<file path="src/rtl/node_flit_source_pkg.sv">
// node_flit_source_pkg
//   Shared definitions for node_flit_source:
//   - FSM state encodings
//   - injection-rate denominator and LFSR scale
//   - channel_out field offsets, {valid, vc, head, tail, data} MSB first
//   - clogb helper used for derived widths
package node_flit_source_pkg;

  typedef enum logic [1:0] {
    ST_IDLE = 2'd0,
    ST_HEAD = 2'd1,
    ST_BODY = 2'd2
  } state_e;

  // Injection attempts are expressed per RATE_DENOM cycles; the hit test
  // scales that onto the 14-bit LFSR window (0..RATE_SCALE-1).
  localparam int RATE_DENOM = 10000;
  localparam int RATE_SCALE = 16384;

  // Width needed to index n items; never less than one bit.
  function automatic int clogb(input int n);
    return (n <= 2) ? 1 : $clog2(n);
  endfunction

  // channel_out field offsets for a given vc index width and data width.
  localparam int CO_DATA_LSB = 0;

  function automatic int co_tail_pos(input int dw);
    return dw;
  endfunction

  function automatic int co_head_pos(input int dw);
    return dw + 1;
  endfunction

  function automatic int co_vc_lsb(input int dw);
    return dw + 2;
  endfunction

  function automatic int co_valid_pos(input int vw, input int dw);
    return dw + vw + 2;
  endfunction

endpackage

</file>
<file path="src/rtl/node_flit_source_lfsr.sv">
// nfs_lfsr32
//   Seedable 32-bit Galois LFSR, polynomial x^32+x^22+x^2+x+1, advancing
//   every cycle out of reset. A zero seed is replaced by 1 so the register
//   never locks up.
// Ports:
//   clk_i       clock
//   rst_ni      asynchronous active-low reset (loads the seed)
//   hit_bits_o  state[31:18], compared against the injection threshold
//   len_bits_o  state[15:0], used to pick the packet length
module nfs_lfsr32 #(
  parameter logic [31:0] SEED = 32'd1
) (
  input  logic        clk_i,
  input  logic        rst_ni,
  output logic [13:0] hit_bits_o,
  output logic [15:0] len_bits_o
);

  // Right-shifting Galois form: taps 32,22,2,1 map to mask bits 31,21,1,0.
  localparam logic [31:0] POLY     = 32'h8020_0003;
  localparam logic [31:0] SEED_EFF = (SEED == 32'd0) ? 32'd1 : SEED;

  logic [31:0] lfsr_q;
  logic [31:0] lfsr_d;

  // Next LFSR state.
  always_comb begin
    lfsr_d = {1'b0, lfsr_q[31:1]} ^ (lfsr_q[0] ? POLY : 32'd0);
  end

  // LFSR state register.
  always_ff @(posedge clk_i or negedge rst_ni) begin
    if (!rst_ni) begin
      lfsr_q <= SEED_EFF;
    end else begin
      lfsr_q <= lfsr_d;
    end
  end

  assign hit_bits_o = lfsr_q[31:18];
  assign len_bits_o = lfsr_q[15:0];

endmodule

</file>
<file path="src/rtl/node_flit_source.sv">
// node_flit_source
//   Credit-based packet source for one router input port. Starts packets at a
//   programmable pseudo-random rate, segments them into head/body/tail flits
//   and keeps per-VC credit counters so the router buffer cannot overflow.
// Ports:
//   clk           clock
//   reset         asynchronous active-low reset
//   channel_out   registered flit {valid, vc, head, tail, data}
//   flow_ctrl_in  credit return {valid, vc}
//   enable        permits new packet starts
//   packet_count  completed packets (tail sent)
//   busy          packet in flight
//   error         sticky credit-overflow flag
module node_flit_source
  import node_flit_source_pkg::*;
#(
  parameter int          num_vcs            = 4,
  parameter int          buffer_size        = 8,
  parameter int          flit_data_width    = 64,
  parameter int          min_payload_length = 1,
  parameter int          max_payload_length = 4,
  parameter int          packet_rate        = 1000,
  parameter int          max_packet_count   = -1,
  parameter logic [31:0] initial_seed       = 32'd0,
  localparam int         vc_idx_width       = clogb(num_vcs)
) (
  input  logic                                        clk,
  input  logic                                        reset,
  output logic [3+vc_idx_width+flit_data_width-1:0]   channel_out,
  input  logic [vc_idx_width:0]                       flow_ctrl_in,
  input  logic                                        enable,
  output logic [31:0]                                 packet_count,
  output logic                                        busy,
  output logic                                        error
);

  localparam int VW   = vc_idx_width;
  localparam int DW   = flit_data_width;
  localparam int FW   = 3 + VW + DW;
  localparam int CW   = clogb(buffer_size + 1);
  localparam int LW   = clogb(max_payload_length + 1);
  localparam int SPAN = max_payload_length - min_payload_length + 1;

  localparam int VALID_POS = co_valid_pos(VW, DW);
  localparam int VC_LSB    = co_vc_lsb(DW);
  localparam int HEAD_POS  = co_head_pos(DW);
  localparam int TAIL_POS  = co_tail_pos(DW);

  localparam logic [14:0]   RATE_THRESH = 15'((packet_rate * RATE_SCALE) / RATE_DENOM);
  localparam logic [CW-1:0] BUF_FULL    = CW'(buffer_size);
  localparam bit            LIMITED     = (max_packet_count >= 0);
  localparam logic [31:0]   LIMIT       = 32'(max_packet_count);

  state_e          state_q;
  logic [VW-1:0]   vc_q;
  logic [VW-1:0]   rr_ptr_q;
  logic [LW-1:0]   len_q;
  logic [LW-1:0]   idx_q;
  logic [31:0]     packet_count_q;
  logic            busy_q;
  logic            error_q;
  logic [FW-1:0]   channel_out_q;
  logic [CW-1:0]   credit_q [num_vcs];
  logic [CW-1:0]   credit_d [num_vcs];

  logic [13:0]     hit_bits_s;
  logic [15:0]     len_bits_s;
  logic            hit_s;
  logic            limit_s;
  logic            pick_found_s;
  logic [VW-1:0]   pick_vc_s;
  logic [LW-1:0]   len_pick_s;
  logic            start_s;
  logic            send_s;
  logic            tail_s;
  logic [DW-1:0]   data_s;
  logic [FW-1:0]   flit_s;
  logic            ovf_s;
  logic            ret_valid_s;
  logic [VW-1:0]   ret_vc_s;

  nfs_lfsr32 #(
    .SEED (initial_seed)
  ) u_lfsr (
    .clk_i      (clk),
    .rst_ni     (reset),
    .hit_bits_o (hit_bits_s),
    .len_bits_o (len_bits_s)
  );

  assign ret_valid_s = flow_ctrl_in[VW];
  assign ret_vc_s    = flow_ctrl_in[VW-1:0];

  // Start decision: rate hit, limit, and round-robin pick of a VC with credit.
  always_comb begin
    hit_s        = ({1'b0, hit_bits_s} < RATE_THRESH);
    limit_s      = LIMITED && (packet_count_q == LIMIT);
    len_pick_s   = LW'(32'(min_payload_length) + (32'(len_bits_s) % 32'(SPAN)));
    pick_found_s = 1'b0;
    pick_vc_s    = '0;
    // Search begins one past the last VC used, wrapping around.
    for (int k = 1; k <= num_vcs; k++) begin
      if (!pick_found_s && (credit_q[VW'((int'(rr_ptr_q) + k) % num_vcs)] != '0)) begin
        pick_found_s = 1'b1;
        pick_vc_s    = VW'((int'(rr_ptr_q) + k) % num_vcs);
      end else begin
        pick_found_s = pick_found_s;
      end
    end
    start_s = (state_q == ST_IDLE) && enable && hit_s && !limit_s && pick_found_s;
    send_s  = ((state_q == ST_HEAD) || (state_q == ST_BODY)) && (credit_q[vc_q] != '0);
  end

  // Flit assembly for the current HEAD/BODY state.
  always_comb begin
    case (state_q)
      ST_HEAD: begin
        tail_s = (len_q == '0);
        data_s = DW'(packet_count_q);
      end
      ST_BODY: begin
        tail_s = (idx_q == len_q);
        data_s = DW'(idx_q);
      end
      default: begin
        tail_s = 1'b0;
        data_s = '0;
      end
    endcase
    flit_s                  = '0;
    flit_s[VALID_POS]       = 1'b1;
    flit_s[VC_LSB +: VW]    = vc_q;
    flit_s[HEAD_POS]        = (state_q == ST_HEAD);
    flit_s[TAIL_POS]        = tail_s;
    flit_s[CO_DATA_LSB +: DW] = data_s;
  end

  // Credit next-state: a send and a return on the same VC cancel out; a
  // return at full credit is an overflow and the counter saturates.
  always_comb begin
    ovf_s = 1'b0;
    for (int v = 0; v < num_vcs; v++) begin
      if (send_s && (vc_q == VW'(v)) && !(ret_valid_s && (ret_vc_s == VW'(v)))) begin
        credit_d[v] = credit_q[v] - CW'(1);
      end else if (ret_valid_s && (ret_vc_s == VW'(v)) && !(send_s && (vc_q == VW'(v)))) begin
        if (credit_q[v] == BUF_FULL) begin
          ovf_s       = 1'b1;
          credit_d[v] = credit_q[v];
        end else begin
          credit_d[v] = credit_q[v] + CW'(1);
        end
      end else begin
        credit_d[v] = credit_q[v];
      end
    end
  end

  // Credit counters and sticky overflow flag.
  always_ff @(posedge clk or negedge reset) begin
    if (!reset) begin
      for (int v = 0; v < num_vcs; v++) begin
        credit_q[v] <= BUF_FULL;
      end
      error_q <= 1'b0;
    end else begin
      credit_q <= credit_d;
      error_q  <= error_q | ovf_s;
    end
  end

  // Packet FSM with registered flit, count and busy outputs.
  always_ff @(posedge clk or negedge reset) begin
    if (!reset) begin
      state_q        <= ST_IDLE;
      vc_q           <= '0;
      rr_ptr_q       <= VW'(num_vcs - 1);
      len_q          <= '0;
      idx_q          <= '0;
      packet_count_q <= 32'd0;
      busy_q         <= 1'b0;
      channel_out_q  <= '0;
    end else begin
      channel_out_q <= '0;
      case (state_q)
        ST_IDLE: begin
          if (start_s) begin
            state_q  <= ST_HEAD;
            vc_q     <= pick_vc_s;
            rr_ptr_q <= pick_vc_s;
            len_q    <= len_pick_s;
            busy_q   <= 1'b1;
          end
        end
        ST_HEAD, ST_BODY: begin
          if (send_s) begin
            channel_out_q <= flit_s;
            idx_q         <= (state_q == ST_HEAD) ? LW'(1) : idx_q + LW'(1);
            if (tail_s) begin
              state_q        <= ST_IDLE;
              packet_count_q <= packet_count_q + 32'd1;
              busy_q         <= 1'b0;
            end else begin
              state_q <= ST_BODY;
            end
          end
        end
        default: begin
          state_q <= ST_IDLE;
          busy_q  <= 1'b0;
        end
      endcase
    end
  end

  assign channel_out  = channel_out_q;
  assign packet_count = packet_count_q;
  assign busy         = busy_q;
  assign error        = error_q;

endmodule

</file>
<file path="config.mk">
export PLATFORM = sky130hd
export DESIGN_NAME = node_flit_source
export DESIGN_NICKNAME = d
export VERILOG_FILES = /design/src/rtl/node_flit_source_pkg.sv /design/src/rtl/node_flit_source_lfsr.sv /design/src/rtl/node_flit_source.sv
export SDC_FILE = /design/constraint.sdc
export NUM_CORES = 1
export LEC_CHECK = 0
export BUFFER_PORTS_ARGS = -buffer_cell sky130_fd_sc_hd__buf_2
export CAP_MARGIN = 40
export CORE_ASPECT_RATIO = 1.5
export CORE_MARGIN = 2
export CORE_UTILIZATION = 40
export CTS_CLUSTER_DIAMETER = 200
export DETAILED_ROUTE_END_ITERATION = 10
export GPL_TIMING_DRIVEN = 0
export PLACE_DENSITY_LB_ADDON = 0.2
export SYNTH_ARGS = -nofsm -noshare
export SYNTH_HDL_FRONTEND = slang
export SYNTH_HIERARCHICAL = 1
export SYNTH_SLANG_ARGS = --single-unit
</file>
<file path="constraint.sdc">
create_clock -name clk -period 3.4 [get_ports clk]
set_clock_uncertainty 0.15 [all_clocks]
set_input_delay 0.17 -clock clk [delete_from_list [all_inputs] [get_ports clk]]
set_output_delay 0.17 -clock clk [all_outputs]
set_load 0.005 [all_outputs]
</file>
After elaboration in Yosys (flattened, before gate mapping)
Cells that the tools add are included.
{ "word_totals": {"ff_bits": 163, "in_bits": 6, "elab_cells": 181} }
{ "classes": {"add_sub_neg": 15, "n_lt_le_gt_ge": 6, "n_eq_ne": 20, "n_mux": 61, "bitwise_logic": 7, "n_reduce_logical": 58} }
{ "ops": {"columns": ["cell", "n"], "rows": [
  ["two-way mux 69 bit", 2],
  ["two-way mux 4 bit", 22],
  ["one-hot mux 32 bit (2 select lines)", 1],
  ["binary-select mux 4 bit (select 2 bit)", 5],
  ["adder 32 x 1 -> 32 bit (second input constant)", 1],
  ["two-way mux 32 bit", 1],
  ["XOR 31 x 32 -> 32 bit", 1],
  ["logical AND 1 bit", 23],
  ["nonzero test 4 bit", 5],
  ["two-way mux 1 bit", 19],
  ["adder 4 x 1 -> 4 bit (second input constant)", 4],
  ["equality test 4 bit (second input constant)", 4],
  ["subtractor 4 x 1 -> 4 bit (second input constant)", 4],
  ["less-than comparator 14 x 11 -> 1 bit (second input constant)", 1],
  ["two-way mux 2 bit", 7],
  ["inequality test 2 bit (second input constant)", 7],
  ["AND reduction 2 bit", 7],
  [">= comparator 2 x 3 -> 1 bit (second input constant)", 4],
  ["logical NOT 1 bit", 11],
  ["equality test 2 bit (second input constant)", 5],
  ["NOT 2 bit", 4],
  ["nonzero test 2 bit", 4],
  ["equality test 2 x 1 -> 1 bit (second input constant)", 3],
  ["logical NOT 2 bit", 3],
  ["other kinds (15)", 19]
]} }

Depth between registers and ports, before layout
{ "logic_depth": {"word_depth": 21, "mapped_depth": 13, "ltp_nobuf": 12} }

Hierarchy
Netlist, hierarchy kept.
{ "modules_own_cells": {"columns": ["module", "instances", "cells_per_inst", "area_each_um2"], "rows": [
  ["node_flit_source", 1, 485, 5058.6],
  ["nfs_lfsr32", 1, 62, 1031.0]
]} }

Least setup slack after synthesis
Ideal clock, no wire load.
{ "synth_path": {"kind": "reg2reg", "from": "reg credit_q[9] in the netlist's numbering", "to": "reg credit_q[11] in the netlist's numbering", "setup_ns": 0.075, "t_arrival_ns": 3.070, "required_ns": 3.175, "slack_ns": 0.105, "path_stages_with_launch": 12, "n_path_buf": 0, "synth_period_minus_slack_ns": 3.295, "cell_sequence": "dfrtp_1 or4_1 mux4_2 and3_1 nor2b_1 ha_1 ha_1 a21o_1 a21oi_1 xnor2_1 nand2_1 xnor2_1"} }
{ "synth_via": {"elab_chain_len": 10} }
{ "synth_rtl": {"columns": ["element", "line_no", "text"], "rows": [
  ["start: declaration", "node_flit_source.sv:63", "logic [CW-1:0] credit_q [num_vcs];"],
  ["start signal: assignment", "node_flit_source.sv:166", "credit_q <= credit_d;"],
  ["binary-select mux 4 bit (select 2 bit)", "node_flit_source.sv:111", "send_s = ((state_q == ST_HEAD) || (state_q == ST_BODY)) && (credit_q[vc_q] != '0);"],
  ["two-way mux 4 bit (not written as such) (2 in series)", "node_flit_source.sv:111", null],
  ["nonzero test 4 bit", "node_flit_source.sv:111", null],
  ["logical AND 1 bit", "node_flit_source.sv:111", null],
  ["logical AND 1 bit", "node_flit_source.sv:143, node_flit_source.sv:145", null],
  ["logical NOT 1 bit", "node_flit_source.sv:145", "end else if (ret_valid_s && (ret_vc_s == VW'(v)) && !(send_s && (vc_q == VW'(v)))) begin"],
  ["logical AND 1 bit", "node_flit_source.sv:145", null],
  ["nonzero test 2 bit (no line)", null, null],
  ["AND reduction 2 bit (no line)", null, null]
]} }
Parallel ways exist; a longest one is shown, timed or not. The select of a mux whose other input is x is not followed.
A chain may end at the register's enable or synchronous reset.

Final worst setup path
{ "layout_path": {"from": "reg credit_q[13] in the netlist's numbering", "to": "reg credit_q[3] in the netlist's numbering"} }
{ "layout_via": {"elab_chain_len": 10} }
{ "layout_rtl": {"columns": ["element", "line_no"], "rows": [
  ["binary-select mux 4 bit (select 2 bit) (*)", "node_flit_source.sv:111"],
  ["two-way mux 4 bit (not written as such) (*) (2 in series)", "node_flit_source.sv:111"],
  ["nonzero test 4 bit (*)", "node_flit_source.sv:111"],
  ["logical AND 1 bit (*)", "node_flit_source.sv:111"],
  ["logical AND 1 bit (*)", "node_flit_source.sv:143, node_flit_source.sv:145"],
  ["logical NOT 1 bit", "node_flit_source.sv:145"],
  ["logical AND 1 bit", "node_flit_source.sv:145"],
  ["nonzero test 2 bit (no line)", null],
  ["AND reduction 2 bit (no line)", null]
]} }
Mark *: on every way between the ends. The rest lies on a longest branch, timed or not. The select of a mux whose other input is x is not followed.

==> results.json <==
{
  "groute.usage.overall_pct": 15.5,
  "cts_buffer_depth": 2,
  "hold_class": "in2reg",
  "hold_violations": 0,
  "max_clock_freq_ghz": 0.305,
  "dieWidth_um": 104,
  "footprint_of_the_multi_input_gates_um2": 2410,
  "average_detailed_routed_wire_length_per_instance_um": 13.3,
  "route.detailed.vias_per_inst": 4.69,
  "cts_made_buffers": 17,
  "dr.pass1.iters": 4,
  "antenna_found_initial": 0,
  "drc_errors": 0,
  "max-cap-violations": 0,
  "timing.setup.tns_ns": 0,
  "die_area_um2": 16000,
  "worstPathRequired_ns": 3.59,
  "nets": 713,
  "outcome": "finished, final reports clean",
  "ir_worst_vdd_v": 0.000354,
  "n_antenna_cell": 0,
  "synthesis.yosys.warnings": 6,
  "post_synth_instance_area_um2": 5980,
  "route.final.wire_length_mm": 11.8,
  "finalMaxSlewViolations": 0,
  "rows": 54,
  "via_count_of_the_first_global_routing_pass": 4116,
  "dp_hpwl_mm": 8.25,
  "setup_viol": 0,
  "startpoint_type": "flop",
  "regArea_um2": 3290,
  "core_um2": 14600,
  "timing.hold.ws_ns": 0.0275,
  "synth_area_per_cell_um2": 11.2,
  "num_io_pins": 109,
  "cts.sink_count": 131,
  "timing.setup.critical_path_class": "reg2reg",
  "clk_root_buffer_cell": "clkbuf_16",
  "finish.instance_area_um2": 7550,
  "area_delta_synth_final_pct": 26.2,
  "numPortBuffers": 76,
  "post_route_cells_drive_above_1_share_pct": 30.9,
  "critical_path_peak_fanout": 4,
  "grt_max_degree": 85,
  "end_kind": "flop",
  "cts.clk_slew.worst_paths_ns": 0.06,
  "h_tree_levels": 4,
  "worst_skew_pair.late_latency_ns": 0.41,
  "n_fill_cell": 1325,
  "critical_path_arrival_ns": 3.47,
  "timing.final.crit_share_pct": 96.4,
  "number_of_drc_markers_in_iteration_0": 170,
  "slew-limit-headroom_pct": 44.2,
  "effective_utilization_at_floorplan_pct": 41.0,
  "static_power_due_to_leakage_nw": 4.02,
  "routabilityCongestion": 0.808,
  "die_height_um": 154,
  "crit_path_time_final_ns": 3.28,
  "synthesis.instances": 533,
  "grt_first_pass_wirelength_mm": 19.9,
  "tritoncts": "yes",
  "placedInstanceArea_um2": 6770,
  "tightest_slew_ns": 0.829,
  "remaining_number_of_nets_flagged_by_the_antenna_check_after_routing": 0,
  "pwr_density_cell_nw_per_um2": 742,
  "grt-ovfl-total": 0,
  "grt_setup_unrepaired": "yes",
  "routed_vias": 4173
}
## registers in the layout, summed over array words and instances, names as in the netlist, 3 cells and up
register / count
packet_count: 32
credit_q: 16
channel_out: 37
u_lfsr/lfsr_q: 32
len_q: 3
idx_q: 3
## final timing paths
| path | start | to | slack, ns | depth (start not counted) |
|---|---|---|---|---|
| min reg2reg | u_lfsr/lfsr_q[4] | u_lfsr/lfsr_q[3] | 0.19 | 0 |
| min in group asynchronous | reset | channel_out[28] | 0.10 | 2 |
| max | credit_q[13] | credit_q[3] | 0.12 | 12 |
| max reg2reg | credit_q[13] | credit_q[3] | 0.12 | 12 |
| min | enable | state_q[0] | 0.03 | 5 |
| max in group asynchronous | reset | rr_ptr_q[0] | 2.23 | 3 |
## power by group
part	leakage (nW)	internal, mW	switching, mW
sequential	1.75	1.82	0.219
combinational	2.00	0.858	0.993
clock	0.268	1.01	0.703
## final cells by class
type | instances | share of cell area [%]
flip-flops and latches | 131 | 43.6
plain buffers | 53 | 5.09
repair buffers | 97 | 7.55
clock inverters | 14 | 1.71
clock buffers | 18 | 5.68
well taps | 196 | 3.25
inverters | 24 | 1.26
multi-input cells | 356 | 31.9
## routing by layer
| layer | wire length, um | GRT usage (%) | vias up |
|---|---|---|---|
| li1 | - | - | 2021 |
| met3 | 486 | 3.82 | 20 |
| met2 | 6360 | 28.2 | 109 |
| met5 | 0 | 0 | - |
| met1 | 4730 | 17.0 | 2023 |
| met4 | 225 | 6.56 | 0 |
## critical path, cell delays in order, from the launching register on
cell     delay (ns)
dfrtp_2        0.43
or4_4          0.55
mux4_2         0.54
and3_4         0.23
nand2_1        0.09
inv_1          0.07
ha_4           0.18
ha_1           0.28
a21o_1         0.19
a21oi_2        0.14
xnor2_1        0.12
nand2_1        0.08
xnor2_1        0.15
## stage by stage
step                      worst slack, ns  cells  total power [mW]  util [%]
final                               0.122    889              5.60      51.8
after global routing              -0.0259    889              5.99      51.8
after CTS                         0.00932    874              5.45      50.6
after detailed placement           -0.196    838              3.66      46.4
after global placement             -0.157    836              3.57      46.1
after floorplan                     0.105    564              3.20         -
## cell usage in the layout (no fill, tap or decap), drive strengths merged, types with 2 or more instances in the layout
master      n
and2       31
nand2      44
mux2        2
clkbuf     25
dfstp       7
a21oi      15
clkinv      5
o21ai      15
nor2       27
or4         4
nand3b      2
nand2b      3
nand3      20
nand4       9
a22oi       5
dfrtp     124
nor4       16
ha         23
and3        8
buf       141
or2         4
clkinvlp    3
a21o        5
xnor2      19
and4        2
xor2       33
nor2b       3
inv        29
conb       32
fa          4
nor3       14
## what timing repair did
action,in CTS,in global routing
setup buffers,3,15
endpoints found under the hold margin,56,0
hold buffers,1,0
pin swaps,0,5
gates resized for setup,7,13
endpoints found under the setup margin,4,4
Note: power is estimated with default switching activity, not from simulation.
